**config.mk**
```make
export PLATFORM = sky130hd
export DESIGN_NAME = cp0_timer_ctrl
export DESIGN_NICKNAME = d
export VERILOG_FILES = /design/src/rtl/cp0_timer_ctrl_pkg.sv /design/src/rtl/cp0_timer_ctrl.sv
export SDC_FILE = /design/constraint.sdc
export NUM_CORES = 1
export LEC_CHECK = 0
export CORE_ASPECT_RATIO = 0.75
export CORE_UTILIZATION = 39
export DETAILED_ROUTE_END_ITERATION = 10
export GPL_ROUTABILITY_DRIVEN = 0
export PLACE_DENSITY = 0.66
export SLEW_MARGIN = 40
export SYNTH_ARGS = -nofsm -noshare
export SYNTH_HDL_FRONTEND = slang
export SYNTH_SLANG_ARGS = --single-unit
```
**constraint.sdc**
```tcl
create_clock -name clk -period 3.2 [get_ports clk]
set_input_delay 0.64 -clock clk [delete_from_list [all_inputs] [get_ports clk]]
set_output_delay 0.64 -clock clk [all_outputs]
set_load 0.01 [all_outputs]
```
**src/rtl/cp0_timer_ctrl_pkg.sv**
```systemverilog
// Shared CP0 definitions for the Count/Compare timer: register addresses and reset values.
package cp0_timer_ctrl_pkg;

  localparam logic [5:0]  cp0addr_Count   = 6'd9;
  localparam logic [5:0]  cp0addr_Compare = 6'd11;
  localparam logic [31:0] Count_ini       = 32'h0000_0000;
  localparam logic [31:0] Compare_ini     = 32'h0000_0000;

endpackage

```
**src/rtl/cp0_timer_ctrl.sv**
```systemverilog
// CP0 Count/Compare timer with registered timer interrupt.
// CP0_COUNT_HALF_RATE_EN selects half-rate Count (one increment per two enabled cycles).
module cp0_timer_ctrl
  import cp0_timer_ctrl_pkg::*;
(
  input  logic        clk,
  input  logic        rst_n,
  input  logic        mtc0_we,
  input  logic        exception,
  input  logic [5:0]  cp0_addr,
  input  logic [31:0] mtc0_data,
  input  logic        count_dis,
  output logic [31:0] cp0_count_data,
  output logic [31:0] cp0_compare_data,
  output logic        timer_int
);

  logic        wr;
  logic        wr_count;
  logic        wr_compare;
  logic        inc;
  logic [31:0] count_q;
  logic [31:0] compare_q;
  logic [31:0] count_plus1;
  logic        ti_q;

  // A faulting commit cancels its MTC0 write.
  assign wr          = mtc0_we & ~exception;
  assign wr_count    = wr & (cp0_addr == cp0addr_Count);
  assign wr_compare  = wr & (cp0_addr == cp0addr_Compare);
  assign count_plus1 = count_q + 32'd1;

`ifdef CP0_COUNT_HALF_RATE_EN
  logic tick_q;

  // Writing Count restarts the divider so the next increment lands two cycles later.
  always_ff @(posedge clk) begin
    if (!rst_n) begin
      tick_q <= 1'b0;
    end else if (wr_count) begin
      tick_q <= 1'b0;
    end else if (!count_dis) begin
      tick_q <= ~tick_q;
    end
  end

  assign inc = ~count_dis & tick_q;
`else
  assign inc = ~count_dis;
`endif

  always_ff @(posedge clk) begin
    if (!rst_n) begin
      count_q <= Count_ini;
    end else if (wr_count) begin
      count_q <= mtc0_data;
    end else if (inc) begin
      count_q <= count_plus1;
    end
  end

  always_ff @(posedge clk) begin
    if (!rst_n) begin
      compare_q <= Compare_ini;
    end else if (wr_compare) begin
      compare_q <= mtc0_data;
    end
  end

  // Compare write clears the interrupt and beats a match in the same cycle.
  always_ff @(posedge clk) begin
    if (!rst_n) begin
      ti_q <= 1'b0;
    end else if (wr_compare) begin
      ti_q <= 1'b0;
    end else if (inc && !wr_count && (count_plus1 == compare_q)) begin
      ti_q <= 1'b1;
    end
  end

  assign cp0_count_data   = count_q;
  assign cp0_compare_data = compare_q;
  assign timer_int        = ti_q;

endmodule

```
# --- Word-level counts from Yosys, hierarchy flattened ---
# Index checks and enable logic that the tools add are counted.
word_totals:
  out_inout_bits: 65
  mem_bits_ro: 0
  n_memories: 0
  latchBits: 0
  ff_bits: 65
  in_bits: 43
  mem_bits_rw: 0
op_classes:
  n_div: 0
  n_mul: 0
  reduce_logical: 4
  n_mux: 2
  n_lt_le_gt_ge: 0
  addsub: 1
  eq_ne: 4
  n_bitwise: 6
  shift: 0
op_table:
  columns: ["op", "count"]
  rows:
  - ["$mux 32", 2]
  - ["$add 32x1->32 const B", 1]
  - ["$eq 32x32->1", 1]
  - ["$eq 6x4->1 const B", 2]
  - ["$and 1x1->1", 3]
  - ["$not 1->1", 3]
  - ["$logic_and 1x1->1", 2]
  - ["$ne 2x1->1 const B", 1]
  - ["$reduce_or 2->1", 1]
  - ["$logic_not 1->1", 1]

# --- Logic depth before layout (Yosys ltp) ---
# Gate-level depths: netlist (run 1).
depth:
  depth_word: 6
  depth_mapped: 9

# --- Least setup slack after synthesis (run 1) ---
# Ideal clock, no wire load.
synth_timing:
  kind: "register to register"
  startpoint: "reg count_q[0] (netlist: cp0_count_data[0])"
  endpoint: "reg ti_q (netlist: timer_int)"
  t_arrival_ns: 2.450
  synth_period_minus_slack_ns: 2.517
  n_path_buf: 0
  setup_ns: 0.067
  stages_incl_launch_ff: 9
  slack_ns: 0.683
  cell_sequence: "dfxtp_1 > ha_1 > nand4_4 > nor4_4 > a21boi_2 > or4b_1 > a21boi_1 > a211o_1 > o21ai_2"
synth_between:
  elab_chain_cells: 3
synth_lines:
  columns: ["item", "line_no", "text"]
  rows:
  - ["start, declared", "cp0_timer_ctrl.sv:22", "logic [31:0] count_q;"]
  - ["start signal, assigned", "cp0_timer_ctrl.sv:54", "count_q <= Count_ini;"]
  - ["start signal, assigned", "cp0_timer_ctrl.sv:56", "count_q <= mtc0_data;"]
  - ["start signal, assigned", "cp0_timer_ctrl.sv:58", "count_q <= count_plus1;"]
  - ["$add 32x1->32", "cp0_timer_ctrl.sv:31", "assign count_plus1 = count_q + 32'd1;"]
  - ["$eq 32x32->1", "cp0_timer_ctrl.sv:76", "end else if (inc && !wr_count && (count_plus1 == compare_q)) begin"]
  - ["$logic_and 1x1->1", "cp0_timer_ctrl.sv:76", null]
  - ["end signal, assigned", "cp0_timer_ctrl.sv:73", "ti_q <= 1'b0;"]
  - ["end signal, assigned", "cp0_timer_ctrl.sv:75", "ti_q <= 1'b0;"]
  - ["end signal, assigned", "cp0_timer_ctrl.sv:77", "ti_q <= 1'b1;"]
  - ["end, declared", "cp0_timer_ctrl.sv:25", "logic ti_q;"]
# No other way between the ends.
# A chain may end at the register's enable or synchronous reset.

# --- Worst setup path in the final report (run 1) ---
# Same ends and word-level chain as after synthesis.

==> impl_metrics.csv, run 1 <==
group,metric,value,unit
logic_synthesis,yosysTopAreaCell,"dfxtp_1",
layout,final_cells,709,
floorplan,ios,108,
placed_design,port_buffers,107,
timing,tightest_slew,0.6617,ns
worst_setup_path,crit_type,"flip-flop to flip-flop",
worst_setup_path,ff2ff_path_depth,8,
detailed_routing,avgRoutedWirePerCell,16.72,µm
power_and_ir_drop,powerDensity,338.6,nW/µm²
detailed_routing,ant_nets,0,
grt,grt_start_max_net_pins,66,
timing,clock-skew-final,0.004539,ns
status,status,"complete, no violations",
worst_hold_path,hold_path.class,"flip-flop to flip-flop",
layout,drive_gt1_share,6.108,%
logic_synthesis,synthCells,484,
logic_synthesis,synth_area,4180,µm²
timing,maxSlewHeadroom,55.48,%
timing,hold_viol,0,
logic_synthesis,synth_seq_cells,65,
logic_synthesis,yosysWarnings,0,
clock_network,clock_sinks,65,
worst_setup_path,r2r_start,"cp0_count_data[0]",
worst_setup_path,worst_setup_path_end_kind,"flip-flop",
layout,final_util,53.82,%
worst_setup_path,rrSetupSlack,0.39,ns
grt,antenna_found_initial,0,
logic_synthesis,synth_top_area_share,31.13,%
grt,grt_pass1_wl,19390,µm
timing,fin_crit,2.809,ns
clock_network,clk_path_buf_depth,2,
timing,rsz0062_at_grt,"false",
timing,fmax,356.0,MHz
timing,maxSlewViolCount,0,
floorplan,die_h,91.66,µm
logic_synthesis,yosysMostFrequentCell,"dfxtp_1",
layout,n_fill_cell,966,
floorplan,rows,32,
timing,whs,0.5082,ns
worst_hold_path,whs_path_depth,2,
worst_setup_path,crit_path_max_fanout,7,
power_and_ir_drop,vdd_drop_max,0.2421,mV
detailed_routing,vias_per_cell,5.520,
placed_design,place_inst,694,
timing,min_period_over_period,87.78,%
clock_network,hold_buffers,0,
detailed_routing,vias,3914,
logic_synthesis,synth.area.top_cells,"dfxtp_1, xnor2_1, mux2i_1",
worst_setup_path,required,3.47,ns
worst_setup_path,cp.arrival,3.08,ns
logic_synthesis,avgSynthCellArea,8.637,µm²
detailed_routing,drc_errors,0,
grt,grt_overflow,0,
clock_network,clockRootBuffer,"clkbuf_16",
worst_setup_path,r2r_end,"timer_int",
logic_synthesis,yosysUniqueCellTypes,59,
logic_synthesis,ys_async_sr_fraction,0,%
clock_network,cts_buffers,9,
logic_synthesis,synth_fp_nets,528,
detailed_routing,drt_pass1_iterations,5,
worst_setup_path,startpoint,"cp0_count_data[0]",
clock_network,cts_resized,0,
timing,finalSetupViolations,0,
clock_network,cts_setup_buffers,0,
floorplan,core,10370,µm²
worst_setup_path,critPathLaunchType,"flip-flop",
logic_synthesis,seq_area_frac_synth,31.13,%
detailed_routing,totalWireLength,11860,µm
logic_synthesis,synthFlopType,"dfxtp_1",
grt,grt_pass1_vias,3817,
detailed_routing,drt-initial-drc-count,346,
logic_synthesis,synthTopCellsByCount,"dfxtp_1, nand2_1, xnor2_1",
clock_network,clk_pin_slew,0.05,ns
layout,area_growth,33.52,%
clock_network,clk_latency,0.34,ns
power_and_ir_drop,p_leak,2.518,nW
grt,grt_usage,22.16,%
floorplan,die-area,11140,µm²
clock_network,cts_tree,"built",
worst_setup_path,critPathCapture,"timer_int",
placed_design,hpwl,8617,µm
logic_synthesis,synth_edf_count,0,
timing,finalSetupTns,0,ns
layout,antenna_cells,0,
job,cap_violations,0,
floorplan,initial_core_util,40.31,%
floorplan,die_w,121.5,µm
clock_network,htreeDepth,3,
layout,layout.nets,613,
## critical path, stage by stage, from the launching register on
cell     delay [ns]
dfxtp_1        0.45
ha_1           0.38
nand4_4        0.20
or4_1          0.74
nor4_1         0.30
o22ai_1        0.14
nor4_1         0.19
nand4_1        0.18
o21ai_2        0.16
## cell type report
class / instances / area, µm² / area share (%)
Timing Repair Buffer: 114 / 1131 / 20.26
Clock inverter: 3 / 15.01 / 0.2690
Sequential cell: 65 / 1301 / 23.31
Tap cell: 136 / 170.2 / 3.049
Clock buffer: 12 / 266.5 / 4.775
Multi-Input combinational cell: 374 / 2679 / 47.99
Inverter: 5 / 18.77 / 0.3362
## through the flow
step | instance area (µm²) | setup slack [ns] | power, mW
after floorplan | 4180 | 0.6825 | 0.8978
after global placement | 5300 | 0.5945 | 0.9821
after detailed placement | 5300 | 0.4426 | 0.9844
after CTS | 5582 | 0.4145 | 1.911
after global routing | 5582 | 0.2409 | 1.945
final | 5582 | 0.3909 | 1.890
## cells in the final DEF, fill, tap and decap left out, types with 17 or more instances in the layout
cell	Yosys	final
clkdlybuf4s50_1	0	106
dfxtp_1	65	65
mux2i_1	36	36
nand2_1	50	50
nand3_1	21	21
nor2_1	17	17
nor2b_1	37	37
o211a_1	32	32
xnor2_1	44	44
xor2_1	23	23
## power by group
group          leakage [nW]  switching (mW)  internal, mW
Combinational          1.85          0.0561        0.0841
Sequential            0.524          0.0112         0.817
Clock                 0.144           0.344         0.578
Total                  2.52           0.411          1.48
## state kept, by name, indices dropped and copies added (netlist names)
register,flops
cp0_compare_data,32
cp0_count_data,32
timer_int,1
## logic make-up after synthesis
family	Yosys count	synth area share, %
buffers and inverters	45	4.789
flip-flops	65	31.13
multiplexers	37	8.890
XOR/XNOR	67	14.04
AND/OR/NAND/NOR	202	27.27
adder cells (fa/ha/maj)	2	0.5387
AO/OA/AOI/OAI	66	13.35
## routing by layer
metal / vias to the layer above / global-route usage (%) / routed length [µm]
met5: - / 0 / 0
met2: 175 / 33.05 / 4971
met3: 21 / 4.602 / 824
met4: 0 / 6.276 / 157
met1: 1821 / 31.86 / 5901
li1: 1897 / - / -
## worst min path at each step
| stage | startpoint | slack [ns] | end |
|---|---|---|---|
| floorplan | timer_int | 0.49 | timer_int |
| finish | timer_int | 0.51 | timer_int |
| global placement | timer_int | 0.50 | timer_int |
| CTS | timer_int | 0.50 | timer_int |
| detailed placement | timer_int | 0.50 | timer_int |
| global route | timer_int | 0.52 | timer_int |
Note: power is estimated with default switching activity, not from simulation.
==> run 2, diff against run 1 <==
==> constraint.sdc (replaced) <==
create_clock -name clk -period 3.2 [get_ports clk]
set_input_delay 0.64 -clock clk [delete_from_list [all_inputs] [get_ports clk]]
set_output_delay 0.64 -clock clk [all_outputs]
set_load 0.005 [all_outputs]
==> results of run 2 <==
The final DEF is identical to that of run 1. Status: complete, no violations.
Among the figures that moved: total power 1.890 mW -> 1.888 mW
==> run 3, diff against run 2 <==
--- a/config.mk
+++ b/config.mk
@@ -8,7 +8,6 @@
 export CORE_ASPECT_RATIO = 0.75
 export CORE_UTILIZATION = 39
 export DETAILED_ROUTE_END_ITERATION = 10
-export GPL_ROUTABILITY_DRIVEN = 0
 export PLACE_DENSITY = 0.66
 export SLEW_MARGIN = 40
 export SYNTH_ARGS = -nofsm -noshare
==> impl_metrics.csv, run 3 (same netlist as run 1, synthesis figures left out) <==
group,metric,value,unit
worst_setup_path,required,3.47,ns
clock_network,cts_resized,0,
worst_setup_path,critPathLaunchType,"flip-flop",
timing,fmax,358.9,MHz
power_and_ir_drop,p_leak,2.530,nW
floorplan,die_h,91.66,µm
worst_setup_path,ff2ff_path_depth,8,
grt,grt_pass1_wl,19800,µm
grt,grt_overflow,0,
clock_network,clk_latency,0.33,ns
layout,area_growth,33.97,%
floorplan,ios,108,
power_and_ir_drop,vdd_drop_max,0.2669,mV
layout,n_fill_cell,977,
grt,grt_start_max_net_pins,66,
floorplan,core,10370,µm²
detailed_routing,vias,3874,
placed_design,place_inst,697,
grt,grt_usage,22.76,%
detailed_routing,totalWireLength,12160,µm
worst_setup_path,crit_type,"flip-flop to flip-flop",
detailed_routing,drc_errors,0,
layout,final_cells,712,
detailed_routing,drt_pass1_iterations,4,
timing,maxSlewHeadroom,59.24,%
detailed_routing,vias_per_cell,5.441,
layout,final_common_cell,"clkdlybuf4s50_1",
grt,use_met3,4.353,%
clock_network,cts_tree,"built",
clock_network,cts_buffers,9,
worst_hold_path,hold_path.class,"flip-flop to flip-flop",
timing,maxSlewViolCount,0,
layout,layout.nets,616,
layout,antenna_cells,0,
grt,grt_util_met1,33.87,%
clock_network,cts_setup_buffers,0,
placed_design,port_buffers,107,
status,status,"complete, no violations",
job,cap_violations,0,
layout,layout_common_cells,"clkdlybuf4s50_1, dfxtp_1, nand2_1",
placed_design,hpwl,8892,µm
timing,fin_crit,2.786,ns
clock_network,clk_path_buf_depth,2,
detailed_routing,avgRoutedWirePerCell,17.08,µm
floorplan,die_w,121.5,µm
clock_network,clock_sinks,65,
clock_network,clockRootBuffer,"clkbuf_16",
timing,clock-skew-final,0.005948,ns
grt,grt_use_met2,32.53,%
timing,whs,0.4912,ns
worst_setup_path,crit_path_max_fanout,7,
worst_hold_path,whs_path_depth,2,
floorplan,rows,32,
clock_network,clk_pin_slew,0.05,ns
detailed_routing,drt-initial-drc-count,249,
timing,finalSetupViolations,0,
grt,grt_pass1_vias,3678,
timing,finalSetupTns,0,ns
worst_setup_path,rrSetupSlack,0.41,ns
worst_setup_path,r2r_end,"timer_int",
timing,hold_viol,0,
clock_network,htreeDepth,3,
grt,top_usage_layer,"met1",
clock_network,hold_buffers,0,
worst_hold_path,min_from,"timer_int",
grt,antenna_found_initial,0,
worst_setup_path,cp.arrival,3.06,ns
timing,rsz0062_at_grt,"false",
floorplan,die-area,11140,µm²
placed_design,gp_congestion,0.8489,
layout,drive_gt1_share,6.250,%
worst_setup_path,r2r_start,"cp0_count_data[0]",
timing,tightest_slew,0.6114,ns
power_and_ir_drop,powerDensity,339.4,nW/µm²
worst_hold_path,hold_end,"timer_int",
floorplan,initial_core_util,40.31,%
detailed_routing,ant_nets,0,
worst_setup_path,worst_setup_path_end_kind,"flip-flop",
timing,min_period_over_period,87.06,%
-- run 3: cell types whose count changed in the layout (fill, tap and decap cells not counted), sizes merged --
cell | previous run | this run
buf | 8 | 11
bufinv | 0 | 1
clkbuf | 12 | 11
-- run 3: how the worst max path moves through the flow --
stage | startpoint | to | slack, ns | cells after the start
floorplan | cp0_count_data[0] | timer_int | 0.73 | 8
global placement | cp0_count_data[0] | timer_int | 0.54 | 8
detailed placement | cp0_count_data[0] | timer_int | 0.44 | 8
CTS | cp0_count_data[0] | timer_int | 0.44 | 8
global route | cp0_count_data[0] | timer_int | 0.24 | 8
finish | cp0_count_data[0] | timer_int | 0.41 | 8
-- run 3: final cells by class --
cell class	instances	area (µm²)	area share, %
flip-flops and latches	65	1301	23.24
clock buffers	11	232.7	4.155
inverters	5	18.77	0.3351
well taps	136	170.2	3.038
repair buffers	117	1154	20.60
clock inverters	4	45.04	0.8043
multi-input cells	374	2679	47.83
-- run 3: worst max-delay path, cell delays in order, from the launching register on --
cell	delay (ns)
dfxtp_1	0.47
ha_1	0.37
nand4_4	0.19
nor4_4	0.53
a21boi_2	0.12
or4b_1	0.50
a21boi_1	0.14
a211o_1	0.31
o21ai_2	0.10
-- run 3: through the flow --
| step | util [%] | instance area (µm²) | power, mW | worst slack, ns |
|---|---|---|---|---|
| 2_1_floorplan | - | 4180 | 0.8955 | 0.7279 |
| 3_3_place_gp | 51.33 | 5323 | 0.9793 | 0.5446 |
| 3_5_place_dp | 51.33 | 5323 | 0.9808 | 0.4410 |
| 4_1_cts | 54.01 | 5600 | 1.917 | 0.4399 |
| 5_1_grt | 54.01 | 5600 | 1.962 | 0.2411 |
| 6_report | 54.01 | 5600 | 1.901 | 0.4141 |
-- run 3: report_power, final --
group	internal, mW	total, mW	switching, mW
sequential	0.817	0.828	0.0113
combinational	0.0833	0.136	0.0531
clock	0.594	0.936	0.342
-- run 3: routing by layer --
| layer | part of all wire (%) | vias up | wire [µm] |
|---|---|---|---|
| met5 | 0 | - | 0 |
| met2 | 41 | 109 | 4986 |
| met3 | 5.0 | 11 | 613 |
| li1 | - | 1904 | - |
| met1 | 53 | 1850 | 6405 |
| met4 | 1.3 | 0 | 159 |
